==> src/rtl/led_shift_ctrl_pkg.sv <==
// Shared definitions for the LED shift controller: register update modes.
package led_shift_ctrl_pkg;

  // Register behaviour selected by MODE, sampled in the tick cycle only.
  typedef enum logic [1:0] {
    MODE_SHL  = 2'b00,  // shift left, key level enters at bit 0
    MODE_SHR  = 2'b01,  // shift right, key level enters at the MSB
    MODE_ROL  = 2'b10,  // rotate left, key ignored
    MODE_HOLD = 2'b11   // no change
  } mode_e;

endpackage

==> src/rtl/led_shift_ctrl_key_debounce.sv <==
// Key conditioning: 2-flop synchroniser, stability debounce and press-edge detect.
//   CLK100MHZ  board clock
//   RESET_N    async active-low reset
//   KEY0       raw button, asynchronous, low = pressed
//   KEY_DB     debounced level, 1 = pressed (registered)
//   rise       one-cycle pulse in the first cycle after KEY_DB goes high
module key_debounce #(
  parameter int unsigned DEB_CYCLES = 1000000
) (
  input  logic CLK100MHZ,
  input  logic RESET_N,
  input  logic KEY0,
  output logic KEY_DB,
  output logic rise
);

  localparam int unsigned      DEB_W    = $clog2(DEB_CYCLES) + 1;
  localparam logic [DEB_W-1:0] DEB_LAST = DEB_W'(DEB_CYCLES - 1);

  logic             sync1;
  logic             sync2;
  logic             stable;
  logic             key_db_d;
  logic [DEB_W-1:0] deb_cnt;

  // Synchroniser and stable level idle at 1 (released); KEY_DB is always ~stable.
  always_ff @(posedge CLK100MHZ or negedge RESET_N) begin
    if (!RESET_N) begin
      sync1    <= 1'b1;
      sync2    <= 1'b1;
      stable   <= 1'b1;
      deb_cnt  <= '0;
      KEY_DB   <= 1'b0;
      key_db_d <= 1'b0;
    end else begin
      sync1    <= KEY0;
      sync2    <= sync1;
      key_db_d <= KEY_DB;
      if (sync2 != stable) begin
        // Accept the new level once it has differed for DEB_CYCLES consecutive cycles.
        if (deb_cnt == DEB_LAST) begin
          stable  <= sync2;
          KEY_DB  <= ~sync2;
          deb_cnt <= '0;
        end else begin
          deb_cnt <= deb_cnt + DEB_W'(1);
        end
      end else begin
        deb_cnt <= '0;
      end
    end
  end

  assign rise = KEY_DB & ~key_db_d;

endmodule

==> src/rtl/led_shift_ctrl.sv <==
// Tick-driven LED shift register fed by a debounced board key.
//   CLK100MHZ  board clock (single clock domain, tick is a clock enable)
//   RESET_N    async active-low reset
//   KEY0       raw button, low = pressed
//   MODE       00 shift-left-in, 01 shift-right-in, 10 rotate-left, 11 hold
//   LOAD       synchronous parallel load strobe, overrides any shift
//   LOAD_VAL   value captured on LOAD
//   SHIFT_Q    register contents (LEDs)
//   TICK       one-cycle pulse marking each shift cycle
//   KEY_DB     debounced key level, 1 = pressed
module led_shift_ctrl
  import led_shift_ctrl_pkg::*;
#(
  parameter int unsigned WIDTH      = 8,
  parameter int unsigned TICK_DIV   = 33554432,
  parameter int unsigned DEB_CYCLES = 1000000
) (
  input  logic             CLK100MHZ,
  input  logic             RESET_N,
  input  logic             KEY0,
  input  logic [1:0]       MODE,
  input  logic             LOAD,
  input  logic [WIDTH-1:0] LOAD_VAL,
  output logic [WIDTH-1:0] SHIFT_Q,
  output logic             TICK,
  output logic             KEY_DB
);

  localparam int unsigned       TICK_W    = $clog2(TICK_DIV) + 1;
  localparam logic [TICK_W-1:0] TICK_LAST = TICK_W'(TICK_DIV - 1);

  logic              rise;
  logic              press_latch;
  logic              press_latch_nxt;
  logic              bit_in;
  logic [TICK_W-1:0] tick_cnt;
  logic [TICK_W-1:0] tick_cnt_nxt;
  logic [WIDTH-1:0]  shift_nxt;

  key_debounce #(
    .DEB_CYCLES (DEB_CYCLES)
  ) u_key_debounce (
    .CLK100MHZ (CLK100MHZ),
    .RESET_N   (RESET_N),
    .KEY0      (KEY0),
    .KEY_DB    (KEY_DB),
    .rise      (rise)
  );

  // Tick phase counter; TICK is registered so it is high exactly while tick_cnt == TICK_LAST.
  always_comb begin
    tick_cnt_nxt = tick_cnt + TICK_W'(1);
    if (tick_cnt == TICK_LAST) begin
      tick_cnt_nxt = '0;
    end
  end

  // Latch remembers a press seen between ticks; consumed (cleared) by every tick.
  always_comb begin
    press_latch_nxt = press_latch;
    if (TICK) begin
      press_latch_nxt = 1'b0;
    end else if (rise) begin
      press_latch_nxt = 1'b1;
    end
  end

  // Register update: LOAD wins over the tick-driven operation.
  always_comb begin
    shift_nxt = SHIFT_Q;
    bit_in    = KEY_DB | press_latch;
    if (LOAD) begin
      shift_nxt = LOAD_VAL;
    end else if (TICK) begin
      case (mode_e'(MODE))
        MODE_SHL: shift_nxt = {SHIFT_Q[WIDTH-2:0], bit_in};
        MODE_SHR: shift_nxt = {bit_in, SHIFT_Q[WIDTH-1:1]};
        MODE_ROL: shift_nxt = {SHIFT_Q[WIDTH-2:0], SHIFT_Q[WIDTH-1]};
        default:  shift_nxt = SHIFT_Q;
      endcase
    end
  end

  always_ff @(posedge CLK100MHZ or negedge RESET_N) begin
    if (!RESET_N) begin
      tick_cnt    <= '0;
      TICK        <= 1'b0;
      press_latch <= 1'b0;
      SHIFT_Q     <= '0;
    end else begin
      tick_cnt    <= tick_cnt_nxt;
      TICK        <= (tick_cnt_nxt == TICK_LAST);
      press_latch <= press_latch_nxt;
      SHIFT_Q     <= shift_nxt;
    end
  end

endmodule

==> config.mk <==
export PLATFORM = sky130hd
export DESIGN_NAME = led_shift_ctrl
export DESIGN_NICKNAME = d
export VERILOG_FILES = /design/src/rtl/led_shift_ctrl_pkg.sv /design/src/rtl/led_shift_ctrl_key_debounce.sv /design/src/rtl/led_shift_ctrl.sv
export SDC_FILE = /design/constraint.sdc
export NUM_CORES = 1
export LEC_CHECK = 0
export ABC_AREA = 1
export CORE_AREA = 2 2 88 111
export CTS_CLUSTER_DIAMETER = 80
export DETAILED_ROUTE_END_ITERATION = 12
export DIE_AREA = 0 0 90 113
export SETUP_SLACK_MARGIN = 0.4
export SLEW_MARGIN = 20
export SYNTH_ARGS = -nofsm -noshare
export SYNTH_HDL_FRONTEND = slang
export SYNTH_SLANG_ARGS = --single-unit
export TNS_END_PERCENT = 20
==> constraint.sdc <==
create_clock -name CLK100MHZ -period 5.44 [get_ports CLK100MHZ]
set_clock_uncertainty 0.1 [all_clocks]
set_input_delay 0.816 -clock CLK100MHZ [delete_from_list [all_inputs] [get_ports CLK100MHZ]]
set_output_delay 0.816 -clock CLK100MHZ [all_outputs]
set_load 0.05 [all_outputs]
==> results.cfg <==
[outcome]
status = completed

[logic_synthesis]
synth_mux_area_share_pct = 0
synth_compound_area_share_pct = 9.06
synth_cell_types = 35
synth_cells = 483
synth_area_leaders = dfrtp_1 (42%), nand2_1 (12%), nor2_1 (8.8%)
yosys.area_share.adder_pct = 1.76
synth_top_area_share_pct = 41.6
ys.warnings.count = 0
synth.avg_cell_area_um2 = 7.35
synthXorXnorAreaFrac_pct = 2.22
synth_top_family_by_area = simple AND/OR/NAND/NOR gates
syn_area_mm2 = 0.00355
syn-num-nets = 502
ys_seq_area_share_pct = 43.8
yosys.area.top_type = dfrtp_1
synth_seq_cells = 62
synthSimpleGateAreaFrac_pct = 35.2

[cells_and_area]
seq_area_mm2 = 0.00156
drive_gt1_share_pct = 8.06
n_antenna_cell = 0
finalNetCount = 535
multi_input_area_mm2 = 0.00171
mostFrequentLayoutCells = nand2_1 (112), nor2_1 (83), inv_1 (71)
fin_cells = 644
fillers = 953
final_common_cell = nand2_1
syn_to_final_growth_pct = 19.1

[cts]
ctsRootBufferMaster = clkbuf_16
clock_sinks = 62
insertion_delay_ns = 0.33
cts_resized = 0
cts_tree = done
htreeDepth = 3
post-cts-setup-buffer-count = 0
numCtsBuffers = 9
cts_buffer_depth = 2
path_clk_slew_ns = 0.05
hold_buffers = 0

[job]
cap_violations = 0

[die]
coreArea_mm2 = 0.00908
die_w_um = 90
start_util_pct = 39.1
die_area_mm2 = 0.0102
dieHeight_um = 113
placementRows = 39
io_pins = 24

[power_and_ir_drop]
peakVddDrop_mv = 0.144
swShare_pct = 24.4
power_density_mw_per_mm2 = 272
combPwrFrac_pct = 7.9
p_clk_share_pct = 50.5
p_seq_share_pct = 41.5
p_leak_uw = 0.00197
p_switching_uw = 280
p_int_uw = 870

[critical_path]
ff2ff_path_depth = 8
path_cells = clkdlybuf4s50_1 > inv_1 > ha_1 > nor3_1 > nor2_1 > nor2_1 > clkinv_1 > o21ai_0 > o22ai_1
cp_slowest_cell = clkdlybuf4s50_1
critPathMaxFanout = 9
end_kind = flop
timing.critical_path.buf_inv = 3
cp.required_ns = 5.55
cp.arrival_ns = 2.75
cp.depth = 9
path_class = in2reg
start_kind = input port
cpMostUsedCell = nor2_1
cpPeakStageDelay_ns = 0.48
cp_top_family = buffers and inverters

[global_route]
grt_pass1_vias = 3178
grt_max_degree = 63
grt.overflow.total = 0
grtUsageTotal_pct = 17.6
antenna_found_initial = 0
grt_pass1_wl_mm = 14.5

[drt]
drtIter0Drc = 179
postRouteAntennaNets = 0
wirelength_mm = 8.22
avgRoutedWirePerCell_um = 12.8
remaining_drc_errors = 0
routed_via_density = 4.86
dr.pass1.iters = 4
vias = 3128

[placed_design]
port_buffers = 23
dp_slack_ns = 2.51
gp_congestion = 0.841
placed_cells = 628
post-dp-hpwl_mm = 5.98

[timing]
timing.final.max_slew_violations = 0
setup_ws_ns = 2.81
final.period_utilization_pct = 48.4
setup_violations = 0
worst_slew_pin_slew_ns = 0.828
hold_viol = 0
relSlewSlack_pct = 44.4
fmax_mhz = 380
fin_setup_tns_ns = 0
rsz0062_at_grt = no
fin_crit_ns = 2.63

[min_path]
hold_path.class = reg2reg
hold_depth = 0
logic make-up after synthesis:
kind of cell / after synthesis
xor gates and xnor gates: 9
DFF: 62
AOI/OAI and AO/OA: 56
buffers and inverters: 75
and+or+nand+nor: 276
adders and majority gates: 5
area by class of cell:
type	count	area share (%)
multi-input cells	346	40.5
flip-flops and latches	62	36.8
inverters	73	6.48
clock buffers	11	5.74
repair buffers	24	5.50
well taps	123	3.64
clock inverters	5	1.39
path summary, 6_finish.rpt:
path / startpoint / end / slack (ns)
min in group asynchronous: RESET_N / SHIFT_Q[0]$_DFFE_PN0P_ / 0.54
max in group asynchronous: RESET_N / tick_cnt[22]$_DFF_PN0_ / 4.15
hold reg to reg: u_key_debounce.sync1$_DFF_PN1_ / u_key_debounce.sync2$_DFF_PN1_ / 0.27
hold / removal: u_key_debounce.sync1$_DFF_PN1_ / u_key_debounce.sync2$_DFF_PN1_ / 0.27
setup / recovery: MODE[0] / SHIFT_Q[7]$_DFFE_PN0P_ / 2.81
setup reg to reg: tick_cnt[0]$_DFF_PN0_ / tick_cnt[23]$_DFF_PN0_ / 3.20
through the flow:
step                      area, um^2  power, uW  utilization, %  hold slack, ns
after detailed placement        3930        578            43.3           0.261
final                           4230       1150            46.6           0.268
after floorplan                 3550        537               -           0.245
after global routing            4230       1200            46.6           0.273
after global placement          3930        577            43.3           0.259
after CTS                       4230       1170            46.6           0.270
power by group through the flow:
stage	clock network, uW	logic [uW]	registers [uW]
after floorplan	0	27.7	509
after global placement	0	91.2	486
after detailed placement	0	92.2	486
after CTS	596	92.6	478
after global routing	617	99.7	479
final	581	91.3	478
registers in the layout, indices dropped and copies added, names as in the netlist:
signal and count:
u_key_debounce.deb_cnt 21, tick_cnt 26, press_latch 1, u_key_debounce.KEY_DB 1, u_key_debounce.stable 1, u_key_debounce.sync1 1
TICK 1, u_key_debounce.key_db_d 1, u_key_debounce.sync2 1, SHIFT_Q 8
cells in the mapped netlist:
library cell / number
nor2_2: 9
clkbuf_1: 1
nor3_1: 13
inv_2: 1
clkinv_1: 1
a211oi_1: 3
nor3_4: 1
nand2_2: 3
o21a_1: 2
nand3_2: 1
a31oi_1: 1
nor2_4: 1
ha_1: 5
nor3b_1: 2
or2_2: 2
dfstp_2: 3
o21bai_1: 3
o21ai_0: 16
buf_2: 1
inv_1: 71
nand2_1: 112
dfrtp_1: 59
nand3_1: 27
nor2_8: 2
nand3b_1: 2
a21boi_0: 1
o221ai_1: 1
nand2_4: 2
a21oi_1: 18
xnor2_1: 2
nand4_1: 14
and2_1: 2
nor2_1: 83
o22ai_1: 11
xor2_1: 7
metal layers:
metal | vias up | share of wire (%) | GRT usage (%)
li1 | 1610 | - | -
met3 | 10 | 3.6 | 3.99
met4 | 0 | 1.8 | 7.38
met1 | 1453 | 45 | 21.2
met2 | 55 | 50 | 30.4
met5 | - | 0 | 0
Note: power is estimated with default switching activity, not from simulation.
